## config.mk

```make
export PLATFORM = sky130hd
export DESIGN_NAME = ahb_lite_master_flat
export DESIGN_NICKNAME = d
export VERILOG_FILES = /design/src/rtl/ahb_lite_master_if.sv /design/src/rtl/ahb_lite_master.sv /design/src/flat_wrapper.sv
export SDC_FILE = /design/constraint.sdc
export NUM_CORES = 1
export LEC_CHECK = 0
export CAP_MARGIN = 20
export CORE_ASPECT_RATIO = 0.7
export CORE_UTILIZATION = 35
export DETAILED_ROUTE_END_ITERATION = 7
export GPL_TIMING_DRIVEN = 0
export PLACE_DENSITY = 0.67
export SYNTH_ARGS = -nofsm -noshare
export SYNTH_HDL_FRONTEND = slang
export SYNTH_SLANG_ARGS = --single-unit
```

## constraint.sdc

```tcl
create_clock -name Hclk -period 1.71 [get_ports Hclk]
set_input_delay 0.2565 -clock Hclk [delete_from_list [all_inputs] [get_ports Hclk]]
set_output_delay 0.2565 -clock Hclk [all_outputs]
set_load 0.02 [all_outputs]
```

## src/rtl/ahb_lite_master_if.sv

```systemverilog
// AHB-Lite signal bundle between the initiator and the bridge's AHB slave port.
interface ahb_lite_master_if;
    logic [1:0]  Htrans;
    logic [31:0] Haddr;
    logic        Hwrite;
    logic [31:0] Hwdata;
    logic        Hreadyout;
    logic [1:0]  Hresp;
    logic [31:0] Hrdata;

    modport master (
        output Htrans, Haddr, Hwrite, Hwdata,
        input  Hreadyout, Hresp, Hrdata
    );

    modport slave (
        input  Htrans, Haddr, Hwrite, Hwdata,
        output Hreadyout, Hresp, Hrdata
    );
endinterface

```

## src/rtl/ahb_lite_master.sv

```systemverilog
// AHB-Lite initiator: turns one command into a single or INCR word burst.
// Optional macro AHB_MST_ERR_ABORT_EN: an ERROR response cancels the rest of the burst.
module ahb_lite_master #(
    parameter int MAX_BEATS = 16,
    parameter int LEN_W     = 5
) (
    input  logic             Hclk,
    input  logic             Hresetn,
    input  logic             cmd_valid,
    output logic             cmd_ready,
    input  logic             cmd_write,
    input  logic [31:0]      cmd_addr,
    input  logic [LEN_W-1:0] cmd_len,
    input  logic [31:0]      wdata,
    output logic             wdata_ack,
    output logic [31:0]      rdata,
    output logic             rdata_valid,
    output logic             done,
    output logic             err,
    ahb_lite_master_if.master ahb
);
    localparam logic [1:0]       HT_IDLE   = 2'b00;
    localparam logic [1:0]       HT_NONSEQ = 2'b10;
    localparam logic [1:0]       HT_SEQ    = 2'b11;
    localparam logic [LEN_W-1:0] MAX_LEN   = LEN_W'(MAX_BEATS);
    localparam logic [LEN_W-1:0] ONE       = LEN_W'(1);

    typedef enum logic [2:0] {S_IDLE, S_ADDR, S_BURST, S_LAST, S_ERR} state_t;

    state_t           state_q, state_d;
    logic [31:0]      cmd_addr_q, cmd_addr_d;
    logic             cmd_write_q, cmd_write_d;
    logic [LEN_W-1:0] beats_q, beats_d;
    logic [1:0]       htrans_q, htrans_d;
    logic [31:0]      haddr_q, haddr_d;
    logic             hwrite_q, hwrite_d;
    logic [31:0]      hwdata_q, hwdata_d;
    logic             dphase_q, dphase_d;
    logic             dwrite_q, dwrite_d;
    logic [31:0]      rdata_q, rdata_d;
    logic             rdata_valid_q, rdata_valid_d;
    logic             done_q, done_d;
    logic             err_q, err_d;

    logic             accept, addr_done, last_beat, dphase_end, err_first, abort;
    logic [31:0]      next_addr;
    logic [LEN_W-1:0] len_eff;

    assign accept     = cmd_valid && (state_q == S_IDLE);
    assign addr_done  = (state_q == S_BURST) && ahb.Hreadyout;
    assign last_beat  = (beats_q == ONE);
    assign dphase_end = dphase_q && ahb.Hreadyout;
    // First cycle of the two-cycle ERROR response.
    assign err_first  = dphase_q && !ahb.Hreadyout && (ahb.Hresp != 2'b00);
    assign next_addr  = haddr_q + 32'd4;
    assign len_eff    = (cmd_len == '0)     ? ONE :
                        (cmd_len > MAX_LEN) ? MAX_LEN : cmd_len;

`ifdef AHB_MST_ERR_ABORT_EN
    assign abort = err_first;
`else
    assign abort = 1'b0;
`endif

    always_ff @(posedge Hclk or negedge Hresetn) begin
        if (!Hresetn) begin
            state_q       <= S_IDLE;
            cmd_addr_q    <= '0;
            cmd_write_q   <= 1'b0;
            beats_q       <= '0;
            htrans_q      <= HT_IDLE;
            haddr_q       <= '0;
            hwrite_q      <= 1'b0;
            hwdata_q      <= '0;
            dphase_q      <= 1'b0;
            dwrite_q      <= 1'b0;
            rdata_q       <= '0;
            rdata_valid_q <= 1'b0;
            done_q        <= 1'b0;
            err_q         <= 1'b0;
        end else begin
            state_q       <= state_d;
            cmd_addr_q    <= cmd_addr_d;
            cmd_write_q   <= cmd_write_d;
            beats_q       <= beats_d;
            htrans_q      <= htrans_d;
            haddr_q       <= haddr_d;
            hwrite_q      <= hwrite_d;
            hwdata_q      <= hwdata_d;
            dphase_q      <= dphase_d;
            dwrite_q      <= dwrite_d;
            rdata_q       <= rdata_d;
            rdata_valid_q <= rdata_valid_d;
            done_q        <= done_d;
            err_q         <= err_d;
        end
    end

    always_comb begin
        state_d = state_q;
        case (state_q)
            S_IDLE:  if (accept) state_d = S_ADDR;
            S_ADDR:  state_d = S_BURST;
            S_BURST: begin
                if (abort)                       state_d = S_ERR;
                else if (addr_done && last_beat) state_d = S_LAST;
            end
            S_LAST: begin
                if (abort)           state_d = S_ERR;
                else if (dphase_end) state_d = S_IDLE;
            end
            S_ERR:   if (dphase_end) state_d = S_IDLE;
            default: state_d = S_IDLE;
        endcase
    end

    always_comb begin
        cmd_addr_d    = cmd_addr_q;
        cmd_write_d   = cmd_write_q;
        beats_d       = beats_q;
        htrans_d      = htrans_q;
        haddr_d       = haddr_q;
        hwrite_d      = hwrite_q;
        hwdata_d      = hwdata_q;
        dphase_d      = dphase_q;
        dwrite_d      = dwrite_q;
        rdata_d       = rdata_q;
        rdata_valid_d = 1'b0;
        done_d        = 1'b0;
        err_d         = err_q;

        if (accept) begin
            cmd_addr_d  = cmd_addr & ~32'h3;
            cmd_write_d = cmd_write;
            beats_d     = len_eff;
            err_d       = 1'b0;
        end
        if (state_q == S_ADDR) begin
            htrans_d = HT_NONSEQ;
            haddr_d  = cmd_addr_q;
            hwrite_d = cmd_write_q;
        end
        if (addr_done) begin
            beats_d = beats_q - ONE;
            if (hwrite_q) hwdata_d = wdata;
            if (last_beat) begin
                htrans_d = HT_IDLE;
            end else begin
                haddr_d  = next_addr;
                // INCR bursts must not cross a 1KB boundary, so restart there.
                htrans_d = (next_addr[9:0] == 10'd0) ? HT_NONSEQ : HT_SEQ;
            end
        end
        if (abort) htrans_d = HT_IDLE;
        if (ahb.Hreadyout) begin
            dphase_d = (htrans_q != HT_IDLE);
            dwrite_d = hwrite_q;
        end
        if (dphase_end && !dwrite_q && (state_q != S_ERR)) begin
            rdata_d       = ahb.Hrdata;
            rdata_valid_d = 1'b1;
        end
        if (dphase_end && ((state_q == S_LAST) || (state_q == S_ERR))) done_d = 1'b1;
        if (err_first) err_d = 1'b1;
    end

    assign cmd_ready   = (state_q == S_IDLE);
    assign wdata_ack   = addr_done && hwrite_q;
    assign rdata       = rdata_q;
    assign rdata_valid = rdata_valid_q;
    assign done        = done_q;
    assign err         = err_q;
    assign ahb.Htrans  = htrans_q;
    assign ahb.Haddr   = haddr_q;
    assign ahb.Hwrite  = hwrite_q;
    assign ahb.Hwdata  = hwdata_q;
endmodule

```

## src/flat_wrapper.sv

```systemverilog
// flat-port wrapper written by rule: the top's interface ports become plain ports
module ahb_lite_master_flat 
#(
    parameter int MAX_BEATS = 16,
    parameter int LEN_W     = 5
)
  (Hclk, Hresetn, cmd_valid, cmd_ready, cmd_write, cmd_addr, cmd_len, wdata, wdata_ack, rdata, rdata_valid, done, err, ahb_Htrans, ahb_Haddr, ahb_Hwrite, ahb_Hwdata, ahb_Hreadyout, ahb_Hresp, ahb_Hrdata);
  ahb_lite_master_if ahb_i ();
  input  logic Hclk;
  input  logic Hresetn;
  input  logic cmd_valid;
  output logic cmd_ready;
  input  logic cmd_write;
  input  logic [31:0] cmd_addr;
  input  logic [LEN_W-1:0] cmd_len;
  input  logic [31:0] wdata;
  output logic wdata_ack;
  output logic [31:0] rdata;
  output logic rdata_valid;
  output logic done;
  output logic err;
  output wire logic [$bits(ahb_i.Htrans)-1:0] ahb_Htrans;
  output wire logic [$bits(ahb_i.Haddr)-1:0] ahb_Haddr;
  output wire logic [$bits(ahb_i.Hwrite)-1:0] ahb_Hwrite;
  output wire logic [$bits(ahb_i.Hwdata)-1:0] ahb_Hwdata;
  input wire logic [$bits(ahb_i.Hreadyout)-1:0] ahb_Hreadyout;
  input wire logic [$bits(ahb_i.Hresp)-1:0] ahb_Hresp;
  input wire logic [$bits(ahb_i.Hrdata)-1:0] ahb_Hrdata;
  assign ahb_Htrans = ahb_i.Htrans;
  assign ahb_Haddr = ahb_i.Haddr;
  assign ahb_Hwrite = ahb_i.Hwrite;
  assign ahb_Hwdata = ahb_i.Hwdata;
  assign ahb_i.Hreadyout = ahb_Hreadyout;
  assign ahb_i.Hresp = ahb_Hresp;
  assign ahb_i.Hrdata = ahb_Hrdata;
  ahb_lite_master #(.MAX_BEATS(MAX_BEATS), .LEN_W(LEN_W)) u_core (.Hclk(Hclk), .Hresetn(Hresetn), .cmd_valid(cmd_valid), .cmd_ready(cmd_ready), .cmd_write(cmd_write), .cmd_addr(cmd_addr), .cmd_len(cmd_len), .wdata(wdata), .wdata_ack(wdata_ack), .rdata(rdata), .rdata_valid(rdata_valid), .done(done), .err(err), .ahb(ahb_i));
endmodule
```

==> results.py <==
metrics = {
    "setup_path": {
        "r2r_cells": 9,
        "rrSetupSlack_ns": -0.30,
        "crit_chain": "inv_2 > ha_4 > nor4b_4 > buf_4 > nor4_4 > buf_4 > nand2_4 > o211ai_1 > o311ai_1",
        "r2r-end": "u_core.ahb.Haddr[26]",
        "critPathRequiredTime_ns": 1.98,
        "crit_top_cell": "buf_4",
        "path_max_fanout": 6,
        "crit_start": "u_core.beats_q[1]",
        "cp-end-kind": "flop",
        "worstReg2RegStart": "u_core.beats_q[1]",
        "crit_type": "reg -> reg",
        "cp-start-kind": "flop",
        "cpMaxStageDelayCell": "dfrtp_1",
        "critical_path.endpoint": "u_core.ahb.Haddr[26]",
        "cp.arrival_ns": 2.28,
        "max_stage_delay_ns": 0.40,
    },
    "route": {
        "routedWlPerCell_um": 18.2,
        "first_pass_iters": 5,
        "avgViaCountPerCell": 5.14,
        "drc": 0,
        "vias": 5609,
        "drt-initial-drc-count": 403,
        "drt-total-wl_mm": 19.9,
        "ant_nets": 0,
    },
    "clock_network": {
        "cts.sinks": 142,
        "clockBufferDepth": 2,
        "cts_root_buf": "clkbuf_16",
        "clk_pin_slew_ns": 0.06,
        "clock_latency_ns": 0.42,
        "cts-buffers-inserted": 17,
        "htree_levels": 4,
        "cts_tree": "built",
    },
    "synth": {
        "syn_nets": 682,
        "ys_seq_area_share_pct": 56.6,
        "yosysWarnings": 0,
        "synth_cell_types": 58,
        "synthFlopType": "dfrtp_1",
        "syn_area_mm2": 0.00627,
        "syn_inst": 567,
        "ys_ff_latch": 142,
        "synth.avg_cell_area_um2": 11.1,
        "async_flop_share_pct": 100,
        "synth_edf_count": 0,
    },
    "power_and_ir_drop": {
        "seq_power_share_pct": 45.7,
        "p_sw_mw": 1.55,
        "leakage_nw": 4.78,
        "clock_power_share_pct": 49.8,
        "power_frac_comb_pct": 4.5,
        "power_density_mw_per_mm2": 701,
        "switching_share_pct": 21.1,
        "ir_drop_uv": 439,
        "p_int_mw": 5.80,
    },
    "timing": {
        "rsz0062_at_grt": "yes",
        "period_share_pct": 118,
        "slew_headroom_pct": 60.9,
        "tightestPinTransition_ns": 0.587,
        "skew_ns": 0.00880,
        "timing.fmax_mhz": 498,
        "drv_slew": 0,
        "setup_viol": 35,
        "hold_viol": 0,
        "min_period_ns": 2.01,
        "whs_ns": 0.219,
        "tns_ns": -5.96,
        "worst_slack_ns": -0.300,
    },
    "cells_and_area": {
        "layout_common_cells": "clkdlybuf4s50_1, dfrtp_1, nand2_1",
        "syn_to_final_growth_pct": 67.1,
        "final_common_cell": "clkdlybuf4s50_1",
        "drive_above_1_share_pct": 32.6,
        "nets": 963,
        "antenna_cells": 0,
        "final_area_mm2": 0.0105,
    },
    "floorplanning": {
        "io-pin-count": 212,
        "die_w_um": 162,
        "rows": 40,
        "die_area_mm2": 0.0185,
        "fp.dieH_um": 114,
        "initial_core_util_pct": 36.1,
        "coreArea_mm2": 0.0174,
    },
    "run_status": {
        "status": "finished with violations",
        "violations": "setup timing",
    },
    "global_route": {
        "grt_overflow_total": 0,
        "antenna_found_initial": 1,
        "gr-usage-all-layers_pct": 21.9,
        "grt_pass1_vias": 5710,
        "grt_max_degree": 84,
        "grt_pass1_wl_mm": 31.0,
    },
    "placement": {
        "io_buffers": 208,
        "placed_area_mm2": 0.00877,
        "place_congestion": 0.852,
        "place_hpwl_mm": 12.9,
    },
    "flow_run": {
        "drv_cap": 0,
    },
    "min_path": {
        "min-delay-path-class": "in -> reg",
    },
}
[Yosys cell counts (4+ instances only)]
| master | count | share of area (%) |
|---|---|---|
| and2_1 | 6 | 0.60 |
| a211oi_1 | 13 | 1.6 |
| inv_1 | 11 | 0.66 |
| mux2_2 | 65 | 12 |
| nand4_1 | 10 | 1.0 |
| nor2b_1 | 4 | 0.40 |
| nor2_1 | 27 | 1.6 |
| clkbuf_1 | 14 | 0.84 |
| and3_1 | 6 | 0.60 |
| a21oi_1 | 19 | 1.5 |
| ha_1 | 7 | 1.4 |
| dfrtp_1 | 142 | 57 |
| nand2_1 | 119 | 7.1 |
| o22ai_1 | 8 | 0.80 |
| buf_2 | 7 | 0.56 |
| o21ai_0 | 15 | 1.2 |
| o211ai_1 | 4 | 0.48 |
| nand3_1 | 14 | 1.1 |
| a311oi_1 | 5 | 0.70 |
| nor3_1 | 11 | 0.88 |
| or3_1 | 4 | 0.40 |
[layout make-up]
type	count	area (um^2)
Sequential cell	142	3570
Clock inverter	10	114
Tap cell	231	289
Clock buffer	22	464
Inverter	11	41.3
Multi-Input combinational cell	389	3130
Buffer	21	210
Fill cell	1369	6880
Timing Repair Buffer	266	2660
[critical path, delay by kind of cell, from the launching register on]
family,cells,cell delay [ns]
adders and majority gates,1,0.16
DFF,1,0.40
AOI/OAI and AO/OA,2,0.40
and+or+nand+nor,3,0.52
buffers and inverters,3,0.40
[per-stage QoR]
stage | std cells | power (mW) | setup slack, ns | utilization, %
final | 1092 | 7.35 | -0.300 | 60.4
after global routing | 1092 | 7.59 | -0.365 | 60.4
after CTS | 1085 | 7.42 | -0.231 | 58.8
after detailed placement | 1007 | 3.75 | -0.702 | 50.5
after global placement | 1006 | 3.74 | -5.74 | 50.3
after floorplan | 567 | 3.43 | -0.0651 | -
[sequential cells by signal, summed over array words and instances (netlist names), 2 cells and up]
name               cells
u_core.ahb.Haddr      32
u_core.ahb.Hwdata     32
u_core.rdata          32
u_core.cmd_addr_q     30
u_core.beats_q         5
u_core.ahb.Htrans      2
u_core.state_q         2
[power by group through the flow]
stage	logic (mW)	clock network, mW	registers (mW)
2_1_floorplan	0.00770	0	3.42
3_3_place_gp	0.315	0	3.42
3_5_place_dp	0.330	0	3.42
4_1_cts	0.336	3.73	3.36
5_1_grt	0.359	3.88	3.36
6_report	0.330	3.66	3.36
[per-layer routing]
metal	share of wire, %	vias up	GRT usage [%]	wire length (um)
met4	1.3	0	6.35	255
met2	46	231	33.3	9240
met1	44	2777	29.6	8750
met5	0	-	0	0
met3	8.4	29	7.38	1680
li1	-	2572	-	-
[repair_timing]
action / CTS / global route
buffers inserted: 46 / 10
gates resized for setup: 158 / 59
setup endpoints to repair: 132 / 82
cloned: 3 / 0
hold buffers: 1 / 0
pin swaps: 44 / 16
hold endpoints to repair: 59 / 0
[cells by family (layout without fill, tap and decap cells)]
family / after synthesis / after routing / synth area share, %
buffers and inverters: 36 / 330 / 2.57
DFF: 142 / 142 / 56.6
adders and majority gates: 7 / 7 / 1.40
muxes: 67 / 67 / 12.0
AOI/OAI and AO/OA: 82 / 82 / 8.69
xor gates and xnor gates: 3 / 3 / 0.419
and+or+nand+nor: 230 / 230 / 18.3
[how the worst min path moves through the flow]
stage	start	endpoint	slack, ns	depth (start not counted)
after global routing	ahb_Hreadyout	u_core.done	0.22	2
after CTS	ahb_Hreadyout	u_core.done	0.21	2
after floorplan	Hresetn	u_core.ahb.Haddr[0]	-0.04	0
after detailed placement	Hresetn	u_core.ahb.Haddr[0]	0.27	1
final	ahb_Hreadyout	u_core.done	0.22	2
after global placement	u_core.rdata[9]	u_core.rdata[9]	0.46	2
(Power assumes the default switching activity.)
